`src/rtl/count_pkg.sv`:
```
// Shared definitions for the triangular sweep sequencer.
// State encoding and default widths used by controller and bench.
package count_pkg;

  localparam int WIDTH_DEF  = 16;
  localparam int PASS_W_DEF = 8;

  localparam logic [1:0] ST_IDLE = 2'd0;
  localparam logic [1:0] ST_UP   = 2'd1;
  localparam logic [1:0] ST_DOWN = 2'd2;
  localparam logic [1:0] ST_DONE = 2'd3;

  typedef enum logic [1:0] {
    IDLE = ST_IDLE,
    UP   = ST_UP,
    DOWN = ST_DOWN,
    DONE = ST_DONE
  } state_t;

endpackage

```
`src/rtl/count_core.sv`:
```
// Up/down counter with synchronous load; load takes priority over enable.
// Single-cycle update, no backpressure.
module count_core #(
  parameter int WIDTH = 16
) (
  input  logic             clk,
  input  logic             rst,
  input  logic             load,
  input  logic [WIDTH-1:0] load_val,
  input  logic             en,
  input  logic             down,
  output logic [WIDTH-1:0] count
);

  localparam logic [WIDTH-1:0] ONE = {{(WIDTH-1){1'b0}}, 1'b1};

  always_ff @(posedge clk or negedge rst) begin
    if (!rst) begin
      count <= '0;
    end else if (load) begin
      count <= load_val;
    end else if (en) begin
      count <= down ? (count - ONE) : (count + ONE);
    end
  end

endmodule

```
`src/rtl/count_sweep_ctrl.sv`:
```
// Drives count_core through lo->hi->lo sweeps for a latched number of passes.
// Moore outputs from registered state; start only sampled in IDLE, abort wins over start.
module count_sweep_ctrl
  import count_pkg::*;
#(
  parameter int WIDTH  = WIDTH_DEF,
  parameter int PASS_W = PASS_W_DEF
) (
  input  logic              clk,
  input  logic              rst,
  input  logic              start,
  input  logic              abort,
  input  logic [WIDTH-1:0]  lo,
  input  logic [WIDTH-1:0]  hi,
  input  logic [PASS_W-1:0] passes,
  output logic [WIDTH-1:0]  count_out,
  output logic              dir,
  output logic              busy,
  output logic              done,
  output logic              err,
  output logic [PASS_W-1:0] pass_cnt
);

  localparam logic [WIDTH-1:0]  ONE  = {{(WIDTH-1){1'b0}}, 1'b1};
  localparam logic [PASS_W-1:0] PONE = {{(PASS_W-1){1'b0}}, 1'b1};

  state_t state, state_nxt;

  logic [WIDTH-1:0]  lo_q, hi_q;
  logic [PASS_W-1:0] passes_q;
  logic [WIDTH-1:0]  cnt_up, cnt_dn;
  logic [PASS_W-1:0] pass_nxt;
  logic              cfg_ok;
  logic              accept, reject, pass_inc;
  logic              core_load, core_en, core_down;

  assign cfg_ok   = (lo < hi) && (passes != '0);
  assign cnt_up   = count_out + ONE;
  assign cnt_dn   = count_out - ONE;
  assign pass_nxt = pass_cnt + PONE;

  always_ff @(posedge clk or negedge rst) begin
    if (!rst) begin
      state <= IDLE;
    end else begin
      state <= state_nxt;
    end
  end

  // Turn-around is decided on the value the counter is about to take,
  // so hi and lo each appear for exactly one cycle per pass.
  always_comb begin
    state_nxt = state;
    accept    = 1'b0;
    reject    = 1'b0;
    pass_inc  = 1'b0;
    core_load = 1'b0;
    core_en   = 1'b0;
    core_down = 1'b0;
    case (state)
      IDLE: begin
        if (start && !abort) begin
          if (cfg_ok) begin
            accept    = 1'b1;
            core_load = 1'b1;
            state_nxt = UP;
          end else begin
            reject = 1'b1;
          end
        end
      end
      UP: begin
        if (abort) begin
          state_nxt = IDLE;
        end else begin
          core_en = 1'b1;
          if (cnt_up == hi_q) state_nxt = DOWN;
        end
      end
      DOWN: begin
        if (abort) begin
          state_nxt = IDLE;
        end else begin
          core_en   = 1'b1;
          core_down = 1'b1;
          if (cnt_dn == lo_q) begin
            pass_inc  = 1'b1;
            state_nxt = (pass_nxt == passes_q) ? DONE : UP;
          end
        end
      end
      DONE:    state_nxt = IDLE;
      default: state_nxt = IDLE;
    endcase
  end

  always_ff @(posedge clk or negedge rst) begin
    if (!rst) begin
      lo_q     <= '0;
      hi_q     <= '0;
      passes_q <= '0;
      pass_cnt <= '0;
      err      <= 1'b0;
    end else begin
      err <= reject;
      if (accept) begin
        lo_q     <= lo;
        hi_q     <= hi;
        passes_q <= passes;
        pass_cnt <= '0;
      end else if (pass_inc) begin
        pass_cnt <= pass_nxt;
      end
    end
  end

  assign busy = (state == UP) || (state == DOWN);
  assign dir  = (state == DOWN);
  assign done = (state == DONE);

  count_core #(
    .WIDTH(WIDTH)
  ) u_core (
    .clk      (clk),
    .rst      (rst),
    .load     (core_load),
    .load_val (lo),
    .en       (core_en),
    .down     (core_down),
    .count    (count_out)
  );

endmodule

```
`config.mk`:
```
export PLATFORM = sky130hd
export DESIGN_NAME = count_sweep_ctrl
export DESIGN_NICKNAME = d
export VERILOG_FILES = /design/src/rtl/count_pkg.sv /design/src/rtl/count_core.sv /design/src/rtl/count_sweep_ctrl.sv
export SDC_FILE = /design/constraint.sdc
export NUM_CORES = 1
export LEC_CHECK = 0
export CORE_ASPECT_RATIO = 0.75
export CORE_MARGIN = 3
export CORE_UTILIZATION = 50
export DETAILED_ROUTE_END_ITERATION = 10
export PLACE_DENSITY = 0.84
export SLEW_MARGIN = 40
export SYNTH_ARGS = -nofsm -noshare
export SYNTH_HDL_FRONTEND = slang
export SYNTH_SLANG_ARGS = --single-unit
```
`constraint.sdc`:
```
create_clock -name clk -period 3.31 [get_ports clk]
set_input_delay 0.662 -clock clk [delete_from_list [all_inputs] [get_ports clk]]
set_output_delay 0.662 -clock clk [all_outputs]
set_load 0.01 [all_outputs]
```
Word-level counts from Yosys, hierarchy flattened
Cells that the tools add are included.
Widths: inputs -> output; s select.
{"block": "classes", "n_eq_ne": 10, "n_lt_le_gt_ge": 1, "n_mux": 25, "n_addsub": 3, "reduce_logical": 10}
{"operator": "$mux 16", "count": 3}
{"operator": "$eq 16x16->1", "count": 2}
{"operator": "$add 16x1->16 const B", "count": 1}
{"operator": "$lt 16x16->1", "count": 1}
{"operator": "$mux 8", "count": 2}
{"operator": "$sub 16x1->16 const B", "count": 1}
{"operator": "$mux 2", "count": 7}
{"operator": "$mux 1", "count": 12}
{"operator": "$add 8x1->8 const B", "count": 1}
{"operator": "$eq 8x8->1", "count": 1}
{"operator": "$pmux 2 s4", "count": 1}
{"operator": "$reduce_bool 8->1", "count": 1}
{"operator": "$eq 2x2->1 const B", "count": 2}
{"operator": "$ne 2x2->1 const B", "count": 2}
{"operator": "$reduce_and 4->1", "count": 1}
{"operator": "$reduce_bool 2->1", "count": 2}
{"operator": "$ne 3x2->1 const B", "count": 1}
{"operator": "$ne 3x3->1 const B", "count": 1}
{"operator": "$eq 2x1->1 const B", "count": 1}
{"operator": "$logic_and 1x1->1", "count": 2}
{"operator": "$logic_not 2->1", "count": 1}
{"operator": "$reduce_or 2->1", "count": 1}
{"operator": "$logic_not 1->1", "count": 1}
{"operator": "$logic_or 1x1->1", "count": 1}
{"block": "word_totals", "register_bits": 67}

Depth between registers and ports, before layout
{"block": "depth", "word_depth": 7, "ltp_mapped": 13, "mapped_depth_nobuf": 10}

Modules after synthesis
From an unflattened synthesis, not the netlist that was laid out.
{"block": "hier_totals", "cells_unflattened": 624, "area_unflattened_um2": 5202.5}
{"mod": "count_sweep_ctrl", "cells_per_inst": 466, "instances": 1, "area_per_inst_um2": 3821.2, "seq_area_each_um2": 1276.2}
{"mod": "count_core", "cells_per_inst": 158, "instances": 1, "area_per_inst_um2": 1381.3, "seq_area_each_um2": 400.4}

Worst setup path before layout
OpenSTA, ideal clock, no wires.
{"block": "synth_path", "path_type": "register to register", "startpoint": "register u_core.count[0]", "endpoint": "register pass_cnt[7]", "path_stages_with_launch": 13, "arrival_ps": 3340, "t_required_ps": 3231, "setup_slack_ps": -110, "synth_period_minus_slack_ps": 3420, "path_buffers": 2, "path_cell_list": "dfrtp_1 -> buf_2 -> inv_1 -> ha_1 -> or4b_1 -> buf_2 -> or4_1 -> a32o_1 -> nor4_2 -> o2111a_2 -> nand3_4 -> nor4_1 -> mux2i_1"}
{"block": "synth_between", "elab_chain_len": 6}
{"element": "from (decl)", "line_no": "count_core.sv:12", "source": "output logic [WIDTH-1:0] count"}
{"element": "from (signal assigned)", "line_no": "count_core.sv:21", "source": "count <= load_val;"}
{"element": "from (signal assigned)", "line_no": "count_core.sv:23", "source": "count <= down ? (count - ONE) : (count + ONE);"}
{"element": "$sub 16x1->16", "line_no": "count_sweep_ctrl.sv:39", "source": "assign cnt_dn = count_out - ONE;"}
{"element": "$eq 16x16->1", "line_no": "count_sweep_ctrl.sv:86", "source": "if (cnt_dn == lo_q) begin"}
{"element": "$mux 1", "line_no": "count_sweep_ctrl.sv:86"}
{"element": "$mux 1", "line_no": "count_sweep_ctrl.sv:81", "source": "if (abort) begin"}
{"element": "$mux 1", "line_no": "count_sweep_ctrl.sv:60", "source": "case (state)"}
{"element": "$reduce_bool 2->1 (no line)"}
{"element": "to (signal assigned)", "line_no": "count_sweep_ctrl.sv:112", "source": "pass_cnt <= pass_nxt;"}
{"element": "to (decl)", "line_no": "count_sweep_ctrl.sv:21", "source": "output logic [PASS_W-1:0] pass_cnt"}
Every way passes these cells.
A chain may end at the register's enable or synchronous reset.

Final worst setup path
{"block": "layout_path", "startpoint": "register u_core.count[0]", "endpoint": "register pass_cnt[3]"}
The elaborated chain is that of the path after synthesis.

==> results.json <==
{
  "min_period_over_period_pct": 97.09,
  "preCtsSetupSlack_ns": -0.01289,
  "cp_slowest_stage_delay_ns": 0.69,
  "yosys.area_share.adder_pct": 5.635,
  "grt_pass1_vias": 4373,
  "antenna_found_initial": 0,
  "detailed_place.area_um2": 5907,
  "rr_endpoint": "pass_cnt[3]",
  "grt_setup_unrepaired": "no",
  "grt_start_max_net_pins": 48,
  "comb_power_share_pct": 54.8,
  "grt_overflow": 0,
  "cts_buffers": 9,
  "ports": 72,
  "finClkSkew_ns": 0.01207,
  "tritoncts_clock_tree": "built",
  "synth-compound-area-share_pct": 15.98,
  "fraction_of_layout_instances_using_a_drive_strength_above_1_pct": 13.88,
  "power_per_cell_area_nw_per_um2": 855.8,
  "max_freq_mhz": 311.2,
  "synth_seq_area_share_pct": 34.32,
  "num-fill-cells": 752,
  "cp.arrival_ns": 3.49,
  "detailed_router_s_first_iteration_violation_count": 426,
  "critPathKind": "flip-flop to flip-flop",
  "synth.top_cell.area_share_pct": 34.32,
  "synthesis.area_um2": 4885,
  "tritoncts_num_sinks": 67,
  "r2r_start": "u_core.count[0]",
  "chipWidth_um": 120.1,
  "clock-root-buffer": "clkbuf_16",
  "cts-htree-levels": 3,
  "critical_path_required_ns": 3.59,
  "synthMuxAreaShare_pct": 7.633,
  "finalWeightedCongestion": 1.000,
  "power.clock.fraction_pct": 16.4,
  "finalSetupTns_ns": 0,
  "ff2ff_path_depth": 9,
  "seq_power_share_pct": 28.8,
  "area_share_of_and_or_nand_nor_cells_after_synthesis_pct": 19.93,
  "post-route-util_pct": 66.61,
  "power.share.switching_pct": 42.25,
  "postRouteWirelength_um": 13980,
  "p_int_mw": 3.053,
  "num_vias": 4577,
  "clkSlewWorstSetupHoldPaths_ns": 0.05,
  "synth_xor_xnor_area_share_pct": 11.30,
  "sum_of_net_half_perimeters_after_detailed_placement_um": 10850,
  "clock_tree.buffer_depth": 2,
  "hold_viol_final": 0,
  "synthesis.nets": 628,
  "setup_viol": 0,
  "postSynth.asyncResetShare_pct": 100.0,
  "maxCapViolCount": 0,
  "yosys_register_bits": 67,
  "worst_setup_path_start_kind": "flip-flop",
  "path_buf_inv": 1,
  "synth_top_family_by_area": "simple AND/OR/NAND/NOR gates",
  "groute.usage.overall_pct": 25.89,
  "grt_first_pass_wirelength_um": 22400,
  "synthCells": 562,
  "power_switching_mw": 2.233,
  "worst_hold_path_type": "input port to async pin",
  "worstSkewPairLatency_ns": 0.34,
  "power.ir.vdd_worst_mv": 0.3541,
  "setup.worst_path.end_class": "flip-flop",
  "synth.area.top_cells": "dfrtp_1, xnor2_1, mux2_2, ha_1, xor2_1",
  "crit_path_frequent_cell": "nor4_2",
  "io_buffers": 71,
  "synth_enable_flop_cells": 0,
  "worst_path_setup_slack_after_routing_ns": 0.09637,
  "slew_headroom_pct": 49.94,
  "critical_path_cell_count": 9,
  "tightestPinTransition_ns": 0.7494,
  "placedCellCount": 756,
  "dominantRegCellSynth": "dfrtp_1",
  "diodes": 0,
  "cpLargestDelayFamily": "simple AND/OR/NAND/NOR gates",
  "slowest_stage": "or4_1",
  "post_synth_most_frequent_cells": "dfrtp_1, nor2_1, nand2_1",
  "yosys.area.top_type": "dfrtp_1",
  "maxSlewViolCount": 0,
  "drt_first_pass_iters": 5,
  "mean_routed_wirelength_per_cell_um": 18.18,
  "drcViolationCount": 0,
  "final_cell_area_um2": 6176,
  "worst-r2r-setup-slack_ns": 0.1,
  "status": "completed",
  "antenna_violation_net_count_after_detailed_routing": 0,
  "final_period_minus_worst_setup_slack_ns": 3.214,
  "chipHeight_um": 91.60,
  "path_cells": "buf_4, or4_1, nor4_2, mux2i_1, nor4_2, o2111a_2, nand3_4, or4b_1, nand2_1",
  "yosys.cell_types.count": 62,
  "postSynthAreaPerCell_um2": 8.692,
  "stdcell_count": 769,
  "final_net_count": 706,
  "core_area_um2": 9271,
  "yosys.cell_count.top_type": "dfrtp_1",
  "initial_core_util_pct": 52.69,
  "yosys_warnings": 0,
  "detail_routed_via_count_per_cell": 5.952,
  "layout_stage_area_growth_over_the_synthesis_result_pct": 26.43,
  "fp.dieArea_um2": 11000,
  "leakagePower_nw": 2.568,
  "cp_max_fo": 11,
  "row_count": 30
}
-- per-layer routing --
layer	vias up	share of wire (%)	GRT usage (%)
met5	-	0	0
met4	0	1.6	8.103
met3	23	10	7.036
met2	251	43	37.59
met1	2158	45	37.37
li1	2145	-	-
-- state kept, by name (all words and copies together), names as in the netlist --
name / cells
err: 1
passes_q: 8
pass_cnt: 8
hi_q: 16
state: 2
u_core.count: 16
lo_q: 16
-- power by group through the flow --
stage | Sequential (mW) | Combinational (mW) | Clock (mW)
finish | 1.52 | 2.90 | 0.869
global route | 1.56 | 3.13 | 0.913
CTS | 1.51 | 2.85 | 0.875
detailed placement | 1.52 | 2.84 | 0
global placement | 1.49 | 2.75 | 0
floorplan | 1.48 | 1.89 | 0
-- timing repair --
item	CTS	global route
endpoints found under the setup margin	0	5
hold buffers	0	0
endpoints found under the hold margin	0	0
setup buffers	0	1
gates resized for setup	0	2
-- cells by family after synthesis --
| family | count (synthesis) |
|---|---|
| compound gates | 120 |
| xor+xnor | 63 |
| fa+ha+maj | 22 |
| buf+inv | 66 |
| flops | 67 |
| mux | 34 |
| simple gates | 190 |
-- final cells by class --
type	count	area (µm²)	area share (%)
Multi-Input combinational cell	429	2994	48.48
Clock buffer	12	256.5	4.153
Sequential cell	67	1677	27.15
Timing Repair Buffer	103	973.4	15.76
Inverter	30	115.1	1.864
Tap cell	128	160.2	2.593
-- layout by cell type, fill, tap and decap left out, types with 14 or more instances in the layout --
master and instances:
a21oi_1 28, buf_4 31, clkdlybuf4s50_1 70, dfrtp_1 67
ha_1 21, inv_1 28, mux2_2 26, nand2_1 44
nand3_1 18, nor2_1 46, nor3_1 14, o21ai_0 41
xnor2_1 39, xor2_1 24
-- how the worst max path moves through the flow --
| stage | start | endpoint | slack (ns) |
|---|---|---|---|
| 2_1_floorplan | u_core.count[0] | pass_cnt[3] | 0.02 |
| 3_3_place_gp | lo[11] | lo_q[5] | 0.04 |
| 3_5_place_dp | lo[13] | passes_q[5] | -0.01 |
| 4_1_cts | u_core.count[1] | pass_cnt[3] | 0.10 |
| 5_1_grt | u_core.count[0] | pass_cnt[3] | 0.004 |
| 6_report | u_core.count[0] | pass_cnt[3] | 0.1 |
-- worst register-to-register path, cell delays in order (launching register included) --
cell      delay, ns
dfrtp_1        0.40
buf_4          0.19
or4_1          0.69
nor4_2         0.41
mux2i_1        0.18
nor4_2         0.27
o2111a_2       0.28
nand3_4        0.15
or4b_1         0.49
nand2_1        0.08
-- stage by stage --
| step | total power [mW] | hold slack [ns] |
|---|---|---|
| 2_1_floorplan | 3.374 | 0.3664 |
| 3_3_place_gp | 4.242 | 0.4879 |
| 3_5_place_dp | 4.358 | 0.4963 |
| 4_1_cts | 5.240 | 0.3568 |
| 5_1_grt | 5.597 | 0.3797 |
| 6_report | 5.286 | 0.3405 |
No activity file was read; power rests on OpenSTA's default activity.
